## src/rtl/mem_stage.sv

```systemverilog
// Memory-access stage: turns ex_mem load/store controls into req/ack RAM transactions,
// extends load data for mem_wb and stalls upstream while an access is in flight.
module mem_stage #(
   parameter int ADDR_WIDTH     = 30,
   parameter int TIMEOUT_CYCLES = 16
) (
   input  logic                  clk,
   input  logic                  rst_n,
   input  logic                  valid_ex_mem,
   input  logic                  MemRead_ex_mem,
   input  logic                  MemWrite_ex_mem,
   input  logic [1:0]            mem_size_ex_mem,
   input  logic                  mem_unsigned_ex_mem,
   input  logic                  halt_ex_mem,
   input  logic [31:0]           alu_out_ex_mem,
   input  logic [31:0]           ram_write_data_ex_mem,
   output logic                  ram_req,
   output logic                  ram_we,
   output logic [ADDR_WIDTH-1:0] ram_addr,
   output logic [3:0]            ram_be,
   output logic [31:0]           ram_wdata,
   input  logic                  ram_ack,
   input  logic [31:0]           ram_rdata,
   output logic [31:0]           ram_read_data_mem,
   output logic                  mem_stall,
   output logic                  mem_misaligned,
   output logic                  mem_bus_error
);

   localparam int CNT_W = (TIMEOUT_CYCLES > 2) ? $clog2(TIMEOUT_CYCLES) : 1;

   typedef enum logic [1:0] {StIdle, StWait, StDone} state_t;

   state_t           r_state;
   logic [CNT_W-1:0] r_cnt;
   logic             r_load;
   logic             r_uns;
   logic [1:0]       r_size;
   logic [1:0]       r_off;

   logic             w_access;
   logic             w_mis;
   logic             w_start;
   logic             w_timeout;
   logic [3:0]       w_be;
   logic [31:0]      w_wdata;
   logic [7:0]       w_byte;
   logic [15:0]      w_half;
   logic [31:0]      w_ext;

   assign w_access = MemRead_ex_mem | MemWrite_ex_mem;
   // Reserved size 2'b11 is handled as a word, hence the test on size[1] alone.
   assign w_mis = ((mem_size_ex_mem == 2'b01) & alu_out_ex_mem[0]) |
                  (mem_size_ex_mem[1] & (alu_out_ex_mem[1:0] != 2'b00));
   assign mem_misaligned = (r_state == StIdle) & valid_ex_mem & w_access & w_mis;
   assign w_start = (r_state == StIdle) & valid_ex_mem & w_access & ~halt_ex_mem &
                    ~mem_misaligned;
   assign mem_stall = w_start | (r_state == StWait);
   assign w_timeout = (r_cnt == CNT_W'(TIMEOUT_CYCLES - 1));

   always_comb begin
      w_be    = 4'b1111;
      w_wdata = ram_write_data_ex_mem;
      if (mem_size_ex_mem == 2'b00) begin
         w_be    = 4'b0001 << alu_out_ex_mem[1:0];
         w_wdata = {4{ram_write_data_ex_mem[7:0]}};
      end else if (mem_size_ex_mem == 2'b01) begin
         w_be    = 4'b0011 << alu_out_ex_mem[1:0];
         w_wdata = {2{ram_write_data_ex_mem[15:0]}};
      end
   end

   always_comb begin
      w_byte = ram_rdata[{r_off, 3'b000} +: 8];
      w_half = ram_rdata[{r_off[1], 4'b0000} +: 16];
      if (r_size[1]) begin
         w_ext = ram_rdata;
      end else if (r_size[0]) begin
         w_ext = {{16{~r_uns & w_half[15]}}, w_half};
      end else begin
         w_ext = {{24{~r_uns & w_byte[7]}}, w_byte};
      end
   end

   always_ff @(posedge clk or negedge rst_n) begin
      if (!rst_n) begin
         r_state           <= StIdle;
         r_cnt             <= '0;
         r_load            <= 1'b0;
         r_uns             <= 1'b0;
         r_size            <= 2'b00;
         r_off             <= 2'b00;
         ram_req           <= 1'b0;
         ram_we            <= 1'b0;
         ram_addr          <= '0;
         ram_be            <= 4'b0000;
         ram_wdata         <= 32'h0;
         ram_read_data_mem <= 32'h0;
         mem_bus_error     <= 1'b0;
      end else begin
         unique case (r_state)
            StIdle: begin
               if (w_start) begin
                  r_state   <= StWait;
                  r_cnt     <= '0;
                  r_load    <= MemRead_ex_mem;
                  r_uns     <= mem_unsigned_ex_mem;
                  r_size    <= mem_size_ex_mem;
                  r_off     <= alu_out_ex_mem[1:0];
                  ram_req   <= 1'b1;
                  ram_we    <= ~MemRead_ex_mem;
                  ram_addr  <= alu_out_ex_mem[ADDR_WIDTH+1:2];
                  ram_be    <= w_be;
                  ram_wdata <= w_wdata;
               end
            end
            StWait: begin
               r_cnt <= r_cnt + CNT_W'(1);
               // Ack takes priority over a timeout landing in the same cycle.
               if (ram_ack) begin
                  r_state <= StDone;
                  ram_req <= 1'b0;
                  if (r_load) begin
                     ram_read_data_mem <= w_ext;
                  end
               end else if (w_timeout) begin
                  r_state           <= StDone;
                  ram_req           <= 1'b0;
                  mem_bus_error     <= 1'b1;
                  ram_read_data_mem <= 32'h0;
               end
            end
            StDone: begin
               r_state       <= StIdle;
               r_cnt         <= '0;
               mem_bus_error <= 1'b0;
            end
            default: r_state <= StIdle;
         endcase
      end
   end

endmodule

```

## config.mk

```make
export PLATFORM = sky130hd
export DESIGN_NAME = mem_stage
export DESIGN_NICKNAME = d
export VERILOG_FILES = /design/src/rtl/mem_stage.sv
export SDC_FILE = /design/constraint.sdc
export NUM_CORES = 1
export LEC_CHECK = 0
export ABC_AREA = 1
export BUFFER_PORTS_ARGS = -buffer_cell sky130_fd_sc_hd__buf_4
export CELL_PAD_IN_SITES_DETAIL_PLACEMENT = 1
export CELL_PAD_IN_SITES_GLOBAL_PLACEMENT = 2
export CORE_ASPECT_RATIO = 2
export CORE_MARGIN = 1
export CORE_UTILIZATION = 24
export DETAILED_ROUTE_END_ITERATION = 16
export PLACE_DENSITY = 0.73
export SLEW_MARGIN = 25
export SYNTH_ARGS = -nofsm -noshare
export SYNTH_HDL_FRONTEND = slang
export SYNTH_SLANG_ARGS = --single-unit
export TNS_END_PERCENT = 1
```

## constraint.sdc

```tcl
create_clock -name clk -period 1.4 [get_ports clk]
set_input_delay 0.21 -clock clk [delete_from_list [all_inputs] [get_ports clk]]
set_output_delay 0.21 -clock clk [all_outputs]
set_load 0.02 [all_outputs]
```

* Yosys cells after proc, flatten, opt, wreduce, memory -nomap -nowiden
Cells that the tools add are included.
** Cells by class
- Add/subtract/negate cells :: 1
- Equality and inequality tests :: 9
- Shift-type cells :: 4
- Multiplexer cells :: 22
- Bitwise operators :: 16
- Reduce and logical (&&, ||, !) cells :: 13
** Operators with widths (number)
- $mux 32 :: 7
- $shiftx 32x6->16 :: 1
- $shiftx 32x6->8 :: 1
- $mux 4 :: 3
- $pmux 4 s3 :: 1
- $and 1x1->1 :: 9
- $reduce_and 3->1 :: 3
- $reduce_bool 2->1 :: 4
- $mux 2 :: 3
- $ne 2x2->1 const B :: 3
- $reduce_and 2->1 :: 3
- $mux 1 :: 5
- $add 4x1->4 const B :: 1
- $eq 2x1->1 const B :: 2
- $eq 4x4->1 const B :: 1
- $logic_not 2->1 :: 2
- $not 1->1 :: 4
- $pmux 1 s2 :: 2
- $pmux 2 s2 :: 1
- $shl 1x2->4 const A :: 1
- $shl 2x2->4 const A :: 1
- $ne 3x3->1 const B :: 1
- $or 1x1->1 :: 3
- $reduce_bool 3->1 :: 1
- other kinds (2) :: 2
** Storage, ports and cells
- Flip-flop bits (word level) :: 113
- Bits of input ports :: 106
- Output and inout bits :: 103

* Depth between registers and ports, before layout
Gate-level depths: netlist of run 1.
- Depth after elaboration :: 8
- Gate-level depth with buffers :: 10
- Depth with buffers taken out :: 7

* Worst setup path after synthesis of run 1
Ideal clock, no wire load.
- Path kind :: register to output
- Start point :: register r_state[0]
- End point :: output port mem_stall
- Arrival time :: 1238 ps
- Data required time :: 1190 ps
- Path slack :: -48 ps
- Cell stages (with the launch flop) :: 8
- Path buffers :: 2
- Path through :: dfrtp_1 > inv_1 > nand3_1 > nor2_2 > nand2_2 > buf_6 > buf_6 > nand2_1
** On the way
- Longest elaborated chain between the ends :: 7
** RTL lines
- start: declaration :: line 34 : state_t r_state;
- start signal: assignment :: line 87 : r_state <= StIdle;
- start signal: assignment :: line 104 : r_state <= StWait;
- start signal: assignment :: line 121 : r_state <= StDone;
- $logic_not 2->1 :: line 55, 56
- $and 1x1->1 (2 in series) :: line 55, 56
- $and 1x1->1 :: line 55 : assign mem_misaligned = (r_state == StIdle) & valid_ex_mem & w_access & w_mis;
- $not 1->1 :: line 57 : ~mem_misaligned;
- $and 1x1->1 :: line 56 : assign w_start = (r_state == StIdle) & valid_ex_mem & w_access & ~halt_ex_mem &
- $or 1x1->1 * :: line 58 : assign mem_stall = w_start | (r_state == StWait);
- end: declaration :: line 25 : output logic mem_stall,
Every way passes the cells marked *; elsewhere a longest branch is shown, timed or not.

* Final worst setup path of run 1
Ends and elaborated chain as after synthesis.

==> metrics.txt, run 1 <==
# TYPE chip_impl_metric gauge
chip_impl_info{name="outcome",value="complete, but fails checks"} 1
chip_impl_info{name="failed_checks",value="setup timing"} 1
chip_impl_metric{name="critPathMaxFanout",unit=""} 2
chip_impl_metric{name="place.gp.congestion",unit=""} 0.7873
chip_impl_metric{name="power.leakage",unit="nW"} 4.599
chip_impl_metric{name="ctsHtreeMaxLevel",unit=""} 4
chip_impl_metric{name="globalRouteMet1Util",unit="%"} 17.11
chip_impl_info{name="final_common_cell",value="buf_4"} 1
chip_impl_metric{name="io_pins",unit=""} 209
chip_impl_info{name="min_from",value="alu_out_ex_mem[4]"} 1
chip_impl_metric{name="globalRoute.totalOverflow",unit=""} 0
chip_impl_metric{name="share_of_the_yosys_chip_area_belonging_to_registers",unit="%"} 50.95
chip_impl_info{name="cp-startpoint",value="r_state[0]"} 1
chip_impl_metric{name="fillers",unit=""} 2730
chip_impl_metric{name="layout_worst_path_cycle_share",unit="%"} 119.7
chip_impl_metric{name="synth_cells",unit=""} 700
chip_impl_metric{name="route.vias.total",unit=""} 5648
chip_impl_metric{name="floorplan.initialDensity",unit="%"} 24.51
chip_impl_info{name="cts_tree",value="done"} 1
chip_impl_metric{name="slew_headroom",unit="%"} 73.18
chip_impl_metric{name="avgViaCountPerCell",unit=""} 4.500
chip_impl_metric{name="syn_area",unit="mm²"} 0.005550
chip_impl_metric{name="grt_util_met3",unit="%"} 3.923
chip_impl_metric{name="multi_input_comb_area",unit="mm²"} 0.002470
chip_impl_info{name="grt-busiest-layer",value="met2"} 1
chip_impl_metric{name="design.core.area",unit="mm²"} 0.02264
chip_impl_metric{name="maxClockFrequency",unit="MHz"} 596.8
chip_impl_metric{name="finalNetCount",unit=""} 1072
chip_impl_metric{name="cts.clk_slew.worst_paths",unit="ns"} 0.05
chip_impl_info{name="r2r-start",value="r_state[0]"} 1
chip_impl_metric{name="gr-usage-met2",unit="%"} 37.30
chip_impl_metric{name="area_growth",unit="%"} 58.05
chip_impl_metric{name="yosysWarnings",unit=""} 0
chip_impl_metric{name="drt_first_pass_iters",unit=""} 4
chip_impl_metric{name="critPathRequiredTime",unit="ns"} 1.19
chip_impl_metric{name="setup-tns-final",unit="ns"} -0.5700
chip_impl_metric{name="fp-row-count",unit=""} 78
chip_impl_metric{name="finish.cell_count_without_fillers",unit=""} 1255
chip_impl_info{name="start_kind",value="flip-flop"} 1
chip_impl_metric{name="cts_max_path_buffers",unit=""} 2
chip_impl_info{name="holdCritPathClass",value="input port to flip-flop"} 1
chip_impl_metric{name="worst_ep_arrival_time",unit="ns"} 1.47
chip_impl_info{name="endpoint_kind",value="primary output"} 1
chip_impl_metric{name="syn-num-nets",unit=""} 811
chip_impl_metric{name="hold_slack",unit="ns"} 0.01945
chip_impl_metric{name="syn_area_per_cell",unit="µm²"} 7.929
chip_impl_metric{name="ff_latch_area",unit="mm²"} 0.002829
chip_impl_metric{name="drt-wirelength-per-cell",unit="µm"} 16.83
chip_impl_metric{name="ys_types",unit=""} 28
chip_impl_metric{name="final_core_util",unit="%"} 38.74
chip_impl_metric{name="dpl.hpwl",unit="µm"} 16110
chip_impl_metric{name="grt_start_max_net_pins",unit=""} 69
chip_impl_metric{name="synth.top_cell.area_share",unit="%"} 50.95
chip_impl_metric{name="timing.max_cap.violations",unit=""} 0
chip_impl_metric{name="dp_worst_setup_slack",unit="ns"} -0.1716
chip_impl_metric{name="grt_pass1_wl",unit="µm"} 32900
chip_impl_info{name="rsz0062_at_grt",value="true"} 1
chip_impl_metric{name="detail-route-antenna-nets",unit=""} 0
chip_impl_metric{name="port_buffers",unit=""} 208
chip_impl_metric{name="dieArea",unit="mm²"} 0.02378
chip_impl_metric{name="globalRouteTotalUtil",unit="%"} 18.78
chip_impl_metric{name="drt_wl_total",unit="µm"} 21130
chip_impl_info{name="cts_root_buf",value="clkbuf_16"} 1
chip_impl_metric{name="die_height",unit="µm"} 217.1
chip_impl_metric{name="dp.cells",unit=""} 1197
chip_impl_metric{name="drv_slew",unit=""} 0
chip_impl_metric{name="worst_tran_pin_value",unit="ns"} 0.4023
chip_impl_info{name="commonest_non_fill_non_tap_cells_in_the_layout",value="241 x buf_4, 234 x nand2_1, 112 x dfrtp_1, 69 x nor2_1, 57 x nand3_1"} 1
chip_impl_metric{name="min_period",unit="ns"} 1.676
chip_impl_metric{name="cts_inserted_buffers",unit=""} 17
chip_impl_metric{name="ys_ff_latch",unit=""} 113
chip_impl_metric{name="drt-initial-drc-count",unit=""} 126
chip_impl_info{name="ys_top_cells_by_area",value="dfrtp_1 51%, nand2_1 17%, nand3_1 5.6%"} 1
chip_impl_metric{name="antenna_found_initial",unit=""} 1
chip_impl_metric{name="final_layout_size_suffix_gt1_share",unit="%"} 35.93
chip_impl_metric{name="clock_latency",unit="ns"} 0.43
chip_impl_info{name="synth.largest_area_cell",value="dfrtp_1"} 1
chip_impl_metric{name="route.detailed.drc",unit=""} 0
chip_impl_metric{name="power.density",unit="mW/mm²"} 1786
chip_impl_metric{name="setup_ws",unit="ns"} -0.2757
chip_impl_metric{name="report.final.setup_viol",unit=""} 6
chip_impl_metric{name="final-hold-violation-count",unit=""} 0
chip_impl_metric{name="die_w",unit="µm"} 109.5
chip_impl_metric{name="power.ir.vdd_worst",unit="mV"} 0.8558
chip_impl_metric{name="cts_num_sinks",unit=""} 113
chip_impl_metric{name="grt_pass1_vias",unit=""} 6070
chip_impl_info{name="critical_path_class",value="flip-flop to primary output"} 1
chip_impl_metric{name="fin_skew",unit="ns"} 0.007542
[per-layer routing]
layer	up-vias	part of all wire [%]
met5	-	0
li1	2785	-
met2	135	60
met3	34	3.5
met4	0	4.0
met1	2694	33
[cells in the mapped netlist]
cell and count:
buf_1 2, buf_6 10, nand3_2 2, o211ai_1 8, o21ai_0 24, or2_2 1
a21oi_1 19, nand2_1 254, ha_1 5, nand4_1 9, inv_2 3, nor2_1 70
dfrtp_1 113, clkbuf_1 12, buf_4 4, o22ai_1 3, inv_4 1, nor2_4 3
o21ai_2 12, inv_1 27, nand2_2 4, nor3b_1 1, nor2_2 1, o31ai_1 1
buf_2 13, o21ai_1 35, nand3_1 62, nand3_4 1
[kinds of logic after synthesis]
kind of cell	Yosys count	synth area share [%]
simple gates	408	30.61
flops	113	50.95
compound gates	102	10.48
buf+inv	72	6.831
fa+ha+maj	5	1.127
[state kept, by name (all words and copies together), names as in the netlist]
| name | count |
|---|---|
| mem_bus_error | 1 |
| r_cnt | 4 |
| r_load | 1 |
| r_off | 2 |
| r_size | 2 |
| r_state | 2 |
| r_uns | 1 |
| ram_addr | 30 |
| ram_be | 4 |
| ram_read_data_mem | 32 |
| ram_req | 1 |
| ram_wdata | 32 |
| ram_we | 1 |
[worst max-delay path, stage by stage, from the launching register on]
cell and delay, ns:
dfrtp_1 0.40, inv_2 0.08, nand3_4 0.08, nor2_4 0.13, nand2_4 0.07, buf_12 0.13
nand2_4 0.04, buf_6 0.11
[worst paths after layout]
| path | endpoint | slack [ns] | cells past startpoint |
|---|---|---|---|
| max in group asynchronous | r_off[1] | 0.69 | 3 |
| worst max register to register | ram_addr[14] | -0.02 | 9 |
| worst max-delay path | mem_stall | -0.28 | 7 |
| worst min-delay path | ram_addr[2] | 0.02 | 3 |
| worst min register to register | ram_addr[13] | 0.47 | 2 |
| min in group asynchronous | ram_addr[27] | 0.32 | 3 |
[layout make-up]
| cell class | instances | area share [%] |
|---|---|---|
| antenna | 1 | 0.02853 |
| clock buffer | 21 | 5.249 |
| clock inverter | 11 | 1.826 |
| inverter | 31 | 1.355 |
| multi-input combinational | 515 | 28.16 |
| sequential | 113 | 32.25 |
| tap | 280 | 3.994 |
| timing repair buffer | 283 | 27.14 |
[timing repair]
| action | CTS | global route |
|---|---|---|
| endpoints found under the hold margin | 134 | 0 |
| hold buffers | 22 | 0 |
| gates resized for setup | 14 | 31 |
| buffers inserted | 3 | 0 |
| cloned | 0 | 0 |
| setup endpoints to repair | 55 | 109 |
| pin swaps | 5 | 4 |
[where the power goes]
part	internal, mW	total [mW]	switching, mW
sequential	4.32	5.01	0.683
combinational	2.57	6.04	3.46
clock	3.05	4.62	1.57
[stage by stage]
| stage | total power, mW | cell area (µm²) |
|---|---|---|
| floorplan | 8.023 | 5558 |
| global placement | 10.92 | 7752 |
| detailed placement | 11.02 | 7752 |
| CTS | 15.87 | 8671 |
| global route | 16.64 | 8772 |
| finish | 15.66 | 8772 |
No activity file was read; power rests on OpenSTA's default activity.
==> inputs of run 2 (changes only) <==
--- a/config.mk
+++ b/config.mk
@@ -6,13 +6,13 @@
 export NUM_CORES = 1
 export LEC_CHECK = 0
 export ABC_AREA = 1
-export BUFFER_PORTS_ARGS = -buffer_cell sky130_fd_sc_hd__buf_4
 export CELL_PAD_IN_SITES_DETAIL_PLACEMENT = 1
 export CELL_PAD_IN_SITES_GLOBAL_PLACEMENT = 2
 export CORE_ASPECT_RATIO = 2
 export CORE_MARGIN = 1
-export CORE_UTILIZATION = 24
+export CORE_UTILIZATION = 31
 export DETAILED_ROUTE_END_ITERATION = 16
+export DONT_BUFFER_PORTS = 1
 export PLACE_DENSITY = 0.73
 export SLEW_MARGIN = 25
 export SYNTH_ARGS = -nofsm -noshare
==> run 2 against run 1 <==
  * The run ends with hold timing, setup timing left
  * Count of clock-buffer cells in the layout up 1
  * Sequential share of layout area grew 7.9 points
  * Combinational power shrank 55%
  * Total power shrank 13%
  * Routed wire length fell by 13%
  * Worst setup slack better by 0.14 ns
  * Largest cell class unchanged
==> metrics.txt, run 2 (synthesized netlist as in run 1, its figures left out) <==
# TYPE chip_impl_metric gauge
chip_impl_metric{name="maxClockFrequency",unit="MHz"} 650.9
chip_impl_metric{name="power_switching_share",unit="%"} 38.69
chip_impl_info{name="outcome",value="complete, but fails checks"} 1
chip_impl_metric{name="avgViaCountPerCell",unit=""} 5.136
chip_impl_metric{name="slew_headroom",unit="%"} 68.81
chip_impl_metric{name="drt-wirelength-per-cell",unit="µm"} 18.88
chip_impl_metric{name="drv_slew",unit=""} 0
chip_impl_metric{name="share_comb_of_total_power",unit="%"} 19.9
chip_impl_metric{name="internal_reg_to_reg_setup_slack",unit="ns"} 0
chip_impl_metric{name="globalRouteTotalUtil",unit="%"} 20.29
chip_impl_metric{name="antenna_found_initial",unit=""} 0
chip_impl_metric{name="total_switching_power",unit="mW"} 5.260
chip_impl_metric{name="dp_worst_setup_slack",unit="ns"} -0.1054
chip_impl_metric{name="dpl.hpwl",unit="µm"} 13190
chip_impl_metric{name="io_pins",unit=""} 209
chip_impl_metric{name="setup_ws",unit="ns"} -0.1363
chip_impl_metric{name="stdcell_area",unit="mm²"} 0.007052
chip_impl_metric{name="cts.clk_slew.worst_paths",unit="ns"} 0.06
chip_impl_metric{name="globalRoute.totalOverflow",unit=""} 0
chip_impl_metric{name="route.detailed.drc",unit=""} 0
chip_impl_info{name="cts_tree",value="done"} 1
chip_impl_metric{name="power.density",unit="mW/mm²"} 1928
chip_impl_metric{name="drt-initial-drc-count",unit=""} 141
chip_impl_metric{name="antenna_diode_count",unit=""} 0
chip_impl_info{name="commonest_non_fill_non_tap_cells_in_the_layout",value="241 x nand2_1, 112 x dfrtp_1, 67 x nor2_1, 60 x nand3_1, 44 x dlygate4sd3_1"} 1
chip_impl_metric{name="route.vias.total",unit=""} 5023
chip_impl_metric{name="cts_num_sinks",unit=""} 113
chip_impl_metric{name="floorplan.initialDensity",unit="%"} 31.98
chip_impl_metric{name="grt_pass1_vias",unit=""} 5585
chip_impl_metric{name="grt_pass1_wl",unit="µm"} 29270
chip_impl_metric{name="reg2regPathDepth",unit=""} 8
chip_impl_metric{name="power_report.internal_total",unit="mW"} 8.334
chip_impl_metric{name="drt_wl_total",unit="µm"} 18460
chip_impl_metric{name="ctsHtreeMaxLevel",unit=""} 4
chip_impl_metric{name="worst_tran_pin_value",unit="ns"} 0.4667
chip_impl_metric{name="final-hold-violation-count",unit=""} 113
chip_impl_metric{name="fp-row-count",unit=""} 68
chip_impl_info{name="rsz0062_at_grt",value="true"} 1
chip_impl_metric{name="clock_power_share",unit="%"} 33.0
chip_impl_metric{name="placed_cell_area",unit="mm²"} 0.005873
chip_impl_metric{name="area_growth",unit="%"} 27.05
chip_impl_metric{name="final_layout_size_suffix_gt1_share",unit="%"} 14.71
chip_impl_metric{name="design.core.area",unit="mm²"} 0.01736
chip_impl_metric{name="detail-route-antenna-nets",unit=""} 0
chip_impl_metric{name="min_period",unit="ns"} 1.536
chip_impl_metric{name="finalNetCount",unit=""} 866
chip_impl_metric{name="clock_latency",unit="ns"} 0.41
chip_impl_info{name="holdCritPathClass",value="input port to asynchronous set/reset pin"} 1
chip_impl_metric{name="critPathRequiredTime",unit="ns"} 1.19
chip_impl_info{name="endpoint_kind",value="primary output"} 1
chip_impl_metric{name="power.ir.vdd_worst",unit="mV"} 0.9677
chip_impl_metric{name="timing.max_cap.violations",unit=""} 0
chip_impl_metric{name="grt_start_max_net_pins",unit=""} 114
chip_impl_metric{name="drt_first_pass_iters",unit=""} 4
chip_impl_metric{name="ctsHoldBuffers",unit=""} 44
chip_impl_metric{name="worst_ep_arrival_time",unit="ns"} 1.33
chip_impl_info{name="r2r-start",value="r_state[1]"} 1
chip_impl_metric{name="hold_slack",unit="ns"} -0.5069
chip_impl_metric{name="port_buffers",unit=""} 0
chip_impl_metric{name="critPathMaxFanout",unit=""} 2
chip_impl_metric{name="fin_skew",unit="ns"} 0.006547
chip_impl_info{name="failed_checks",value="hold timing, setup timing"} 1
chip_impl_info{name="rr_endpoint",value="ram_wdata[3]"} 1
chip_impl_metric{name="final_core_util",unit="%"} 40.63
chip_impl_metric{name="dieArea",unit="mm²"} 0.01848
chip_impl_info{name="critical_path_class",value="flip-flop to primary output"} 1
chip_impl_info{name="cts_root_buf",value="clkbuf_16"} 1
chip_impl_metric{name="p_seq_share",unit="%"} 47.2
chip_impl_metric{name="cts_max_path_buffers",unit=""} 2
chip_impl_metric{name="finalPower",unit="mW"} 13.59
chip_impl_metric{name="layout_worst_path_cycle_share",unit="%"} 109.7
chip_impl_metric{name="die_w",unit="µm"} 96.62
chip_impl_metric{name="report.final.setup_viol",unit=""} 3
chip_impl_metric{name="die_height",unit="µm"} 191.2
chip_impl_info{name="final_common_cell",value="nand2_1"} 1
chip_impl_info{name="start_kind",value="flip-flop"} 1
chip_impl_metric{name="finish.cell_count_without_fillers",unit=""} 978
chip_impl_metric{name="cts_inserted_buffers",unit=""} 17
chip_impl_info{name="biggestRegsByFlops",value="ram_read_data_mem (32), ram_wdata (32), ram_addr (30)"} 1
chip_impl_metric{name="place.gp.congestion",unit=""} 0.8263
chip_impl_metric{name="setup-tns-final",unit="ns"} -0.2735
chip_impl_metric{name="dp.cells",unit=""} 900
chip_impl_metric{name="power.leakage",unit="nW"} 3.517
==> run 2: cell count changes in the layout (fill, tap and decap cells not counted), moves of 2 or more <==
| cell | before | now |
|---|---|---|
| nand3_2 | 6 | 3 |
| buf_6 | 5 | 3 |
| dlygate4sd3_1 | 22 | 44 |
| nor2_2 | 0 | 3 |
| nand3_1 | 57 | 60 |
| nor2_1 | 69 | 67 |
| buf_12 | 14 | 7 |
| nand2_1 | 234 | 241 |
| buf_4 | 241 | 22 |
| nand2_2 | 20 | 13 |
==> run 2: power groups by stage <==
stage | Combinational, mW | Sequential (mW) | Clock, mW
floorplan | 1.90 | 6.12 | 0
detailed placement | 2.54 | 6.46 | 0
global placement | 2.40 | 6.44 | 0
global route | 3.08 | 6.54 | 4.73
CTS | 2.69 | 6.43 | 4.61
finish | 2.70 | 6.41 | 4.48
==> run 2: routing by layer <==
metal / up-vias / wire [µm] / track usage (%)
met3: 37 / 1022 / 5.375
li1: 2368 / - / -
met5: - / 0 / 0
met2: 165 / 10350 / 38.38
met1: 2453 / 6313 / 19.68
met4: 0 / 771 / 11.14
==> run 2: timing repair <==
action                                  4_1_cts  5_1_grt
buffers inserted                              2        0
pin swaps                                     5       10
resized for setup                            11       24
endpoints found under the hold margin       166      113
endpoints found under the setup margin       64      108
==> run 2: worst max path at each step <==
stage | start | to | slack [ns]
after floorplan | alu_out_ex_mem[0] | mem_misaligned | -0.008
after global placement | r_size[0] | ram_read_data_mem[25] | 0.002
after detailed placement | r_off[1] | ram_read_data_mem[28] | -0.11
after CTS | r_state[1] | mem_misaligned | -0.19
after global routing | r_state[1] | mem_misaligned | -0.22
final | r_state[1] | mem_stall | -0.14
==> run 2: worst max-delay path, cell delays in order (launching register included) <==
cell and delay [ns]:
dfrtp_1 0.38, inv_2 0.08, nand3_4 0.11, nor2_4 0.15
nand2_4 0.08, nand2_4 0.12
==> run 2: area by class of cell <==
type,instances,area (µm²)
clock buffers,22,474.2
multi-input cells,515,2440
inverters,31,118.9
repair buffers,77,794.5
well taps,210,262.8
flip-flops and latches,113,2829
clock inverters,10,132.6
fillers,2083,10300
==> inputs of run 3 (changes only) <==
--- a/config.mk
+++ b/config.mk
@@ -8,12 +8,13 @@
 export ABC_AREA = 1
 export CELL_PAD_IN_SITES_DETAIL_PLACEMENT = 1
 export CELL_PAD_IN_SITES_GLOBAL_PLACEMENT = 2
-export CORE_ASPECT_RATIO = 2
+export CORE_ASPECT_RATIO = 0.8
 export CORE_MARGIN = 1
 export CORE_UTILIZATION = 31
 export DETAILED_ROUTE_END_ITERATION = 16
 export DONT_BUFFER_PORTS = 1
 export PLACE_DENSITY = 0.73
+export RECOVER_POWER = 50
 export SLEW_MARGIN = 25
 export SYNTH_ARGS = -nofsm -noshare
 export SYNTH_HDL_FRONTEND = slang
==> run 3 against run 2 <==
  * The run still ends with hold timing, setup timing left
  * Cell count up 2.5%
  * Sequential cell count unchanged
  * Core utilization up 0.78 points
  * First-iteration DRC count up 55%
  * Clock skew up 0.0041 ns
  * Combinational power up 2%
  * Worst hold slack worse by 0.0051 ns
  * Count of clock-buffer cells in the layout unchanged
  * Worst setup slack worse by 0.0088 ns
  * Routed wire length down 0.40%
  * Die area down 0.16%
==> metrics.txt, run 3 (synthesized netlist as in run 1, its figures left out) <==
# TYPE chip_impl_metric gauge
chip_impl_metric{name="total_switching_power",unit="mW"} 5.271
chip_impl_metric{name="globalRouteTotalUtil",unit="%"} 20.53
chip_impl_metric{name="cts_max_path_buffers",unit=""} 2
chip_impl_info{name="holdCritPathClass",value="input port to asynchronous set/reset pin"} 1
chip_impl_metric{name="final_layout_size_suffix_gt1_share",unit="%"} 14.29
chip_impl_metric{name="place.gp.congestion",unit=""} 0.8063
chip_impl_metric{name="ctsHtreeMaxLevel",unit=""} 4
chip_impl_metric{name="finalNetCount",unit=""} 876
chip_impl_metric{name="grt_pass1_vias",unit=""} 5312
chip_impl_metric{name="p_seq_share",unit="%"} 45.7
chip_impl_metric{name="hold_slack",unit="ns"} -0.5119
chip_impl_info{name="cts_tree",value="done"} 1
chip_impl_metric{name="dp.cells",unit=""} 917
chip_impl_metric{name="clock_power_share",unit="%"} 34.7
chip_impl_metric{name="fp-row-count",unit=""} 43
chip_impl_metric{name="drt_wl_total",unit="µm"} 18390
chip_impl_metric{name="route.detailed.drc",unit=""} 0
chip_impl_metric{name="design.core.area",unit="mm²"} 0.01743
chip_impl_metric{name="drv_slew",unit=""} 0
chip_impl_info{name="biggestRegsByFlops",value="ram_read_data_mem (32), ram_wdata (32), ram_addr (30)"} 1
chip_impl_info{name="start_kind",value="flip-flop"} 1
chip_impl_metric{name="finish.cell_count_without_fillers",unit=""} 1002
chip_impl_metric{name="critPathMaxFanout",unit=""} 2
chip_impl_metric{name="setup_ws",unit="ns"} -0.1450
chip_impl_metric{name="io_pins",unit=""} 209
chip_impl_metric{name="port_buffers",unit=""} 0
chip_impl_metric{name="die_w",unit="µm"} 151.6
chip_impl_metric{name="slew_headroom",unit="%"} 71.19
chip_impl_metric{name="power_report.internal_total",unit="mW"} 8.750
chip_impl_metric{name="critPathRequiredTime",unit="ns"} 1.19
chip_impl_info{name="failed_checks",value="hold timing, setup timing"} 1
chip_impl_metric{name="power.leakage",unit="nW"} 3.597
chip_impl_metric{name="share_comb_of_total_power",unit="%"} 19.6
chip_impl_metric{name="floorplan.initialDensity",unit="%"} 31.84
chip_impl_info{name="cp_cell_sequence",value="inv_2 -> nand3_4 -> nor2_4 -> nand2_4 -> buf_12 -> nand2_8"} 1
chip_impl_metric{name="ctsHoldBuffers",unit=""} 49
chip_impl_metric{name="setup-tns-final",unit="ns"} -1.758
chip_impl_metric{name="min_period",unit="ns"} 1.545
chip_impl_metric{name="report.final.setup_viol",unit=""} 30
chip_impl_metric{name="timing.max_cap.violations",unit=""} 0
chip_impl_metric{name="fin_skew",unit="ns"} 0.01063
chip_impl_info{name="outcome",value="complete, but fails checks"} 1
chip_impl_metric{name="drt_first_pass_iters",unit=""} 4
chip_impl_metric{name="antenna_found_initial",unit=""} 0
chip_impl_metric{name="route.vias.total",unit=""} 5045
chip_impl_metric{name="final_core_util",unit="%"} 41.41
chip_impl_metric{name="final-hold-violation-count",unit=""} 113
chip_impl_info{name="worst_path_max_delay_cell",value="dfrtp_1"} 1
chip_impl_metric{name="drt-wirelength-per-cell",unit="µm"} 18.35
chip_impl_metric{name="cp_slowest_stage_delay",unit="ns"} 0.39
chip_impl_metric{name="antenna_diode_count",unit=""} 0
chip_impl_metric{name="detail-route-antenna-nets",unit=""} 0
chip_impl_metric{name="maxClockFrequency",unit="MHz"} 647.2
chip_impl_metric{name="cts.clk_slew.worst_paths",unit="ns"} 0.06
chip_impl_metric{name="drt-initial-drc-count",unit=""} 218
chip_impl_metric{name="dpl.hpwl",unit="µm"} 12370
chip_impl_metric{name="power.ir.vdd_worst",unit="mV"} 0.8638
chip_impl_metric{name="layout_worst_path_cycle_share",unit="%"} 110.4
chip_impl_metric{name="worst_ep_arrival_time",unit="ns"} 1.34
chip_impl_metric{name="dieArea",unit="mm²"} 0.01845
chip_impl_metric{name="reg2regPathDepth",unit=""} 9
chip_impl_metric{name="clock_latency",unit="ns"} 0.42
chip_impl_metric{name="globalRoute.totalOverflow",unit=""} 0
chip_impl_metric{name="dp_worst_setup_slack",unit="ns"} -0.07607
chip_impl_info{name="endpoint_kind",value="primary output"} 1
chip_impl_metric{name="avgViaCountPerCell",unit=""} 5.035
chip_impl_metric{name="grt_start_max_net_pins",unit=""} 114
chip_impl_info{name="critical_path_class",value="flip-flop to primary output"} 1
chip_impl_metric{name="worst_tran_pin_value",unit="ns"} 0.4307
chip_impl_metric{name="cts_inserted_buffers",unit=""} 17
chip_impl_metric{name="power_switching_share",unit="%"} 37.59
chip_impl_metric{name="area_growth",unit="%"} 30.05
chip_impl_info{name="final_common_cell",value="nand2_1"} 1
chip_impl_info{name="cts_root_buf",value="clkbuf_16"} 1
chip_impl_metric{name="cts_num_sinks",unit=""} 113
chip_impl_info{name="commonest_non_fill_non_tap_cells_in_the_layout",value="247 x nand2_1, 111 x dfrtp_1, 67 x nor2_1, 60 x nand3_1, 49 x dlygate4sd3_1"} 1
chip_impl_metric{name="power.density",unit="mW/mm²"} 1942
chip_impl_metric{name="grt_pass1_wl",unit="µm"} 28530
chip_impl_info{name="rsz0062_at_grt",value="true"} 1
chip_impl_metric{name="die_height",unit="µm"} 121.7
[run 3: cell types whose count changed in the layout (fill, tap and decap cells not counted), moves of 3 or more]
cell and delta:
buf_4 +5, clkinv_2 -3, dlygate4sd3_1 +5, nand2_1 +6, nand2_2 -5
[run 3: what timing repair did]
action / 4_1_cts / 5_1_grt
hold endpoints to repair: 169 / 113
gates cloned: 1 / 0
gates resized for setup: 15 / 19
pin swaps: 3 / 2
setup endpoints to repair: 30 / 113
setup buffers: 3 / 1
[run 3: layout make-up]
type                    count  area [µm²]
clock buffers              22       474.2
clock inverters             9       178.9
fillers                  2045       10210
inverters                  31       118.9
multi-input cells         515        2427
flip-flops and latches    113        2830
well taps                 225       281.5
repair buffers             87       907.1
[run 3: critical path, delay by kind of cell, from the launching register on]
| family | cells | cell delay [ns] |
|---|---|---|
| and+or+nand+nor | 4 | 0.33 |
| DFF | 1 | 0.39 |
| buffers and inverters | 2 | 0.20 |
[run 3: path summary, 6_finish.rpt]
| path | from | end | slack, ns |
|---|---|---|---|
| worst min register to register | r_uns | r_uns | 0.52 |
| max in group asynchronous | rst_n | ram_addr[29] | 1.74 |
| worst min-delay path | rst_n | ram_read_data_mem[19] | -0.51 |
| worst max-delay path | r_state[0] | mem_stall | -0.15 |
| min in group clk | ram_write_data_ex_mem[2] | ram_wdata[2] | 0 |
| worst max register to register | r_state[0] | ram_wdata[22] | -0.08 |
[run 3: routing by layer]
| layer | global-route usage, % | routed length (µm) | up-vias |
|---|---|---|---|
| li1 | - | - | 2386 |
| met1 | 24.19 | 7514 | 2484 |
| met2 | 32.93 | 8727 | 155 |
| met4 | 7.116 | 325 | 0 |
| met3 | 9.326 | 1821 | 20 |
| met5 | 0 | 0 | - |
[run 3: power groups by stage]
stage | sequential (mW) | combinational (mW) | clock (mW)
final | 6.41 | 2.75 | 4.86
after CTS | 6.42 | 2.75 | 4.96
after global routing | 6.58 | 3.11 | 5.10
after global placement | 6.44 | 2.40 | 0
after floorplan | 6.12 | 1.90 | 0
after detailed placement | 6.45 | 2.56 | 0
[run 3: per-stage QoR]
| step | cell area [µm²] | hold WS (ns) | power (mW) |
|---|---|---|---|
| 2_1_floorplan | 5558 | -0.08559 | 8.023 |
| 5_1_grt | 7218 | -0.5336 | 14.79 |
| 4_1_cts | 7152 | -0.5302 | 14.12 |
| 6_report | 7218 | -0.5119 | 14.02 |
| 3_3_place_gp | 5894 | -0.07992 | 8.841 |
| 3_5_place_dp | 5894 | -0.08174 | 9.006 |
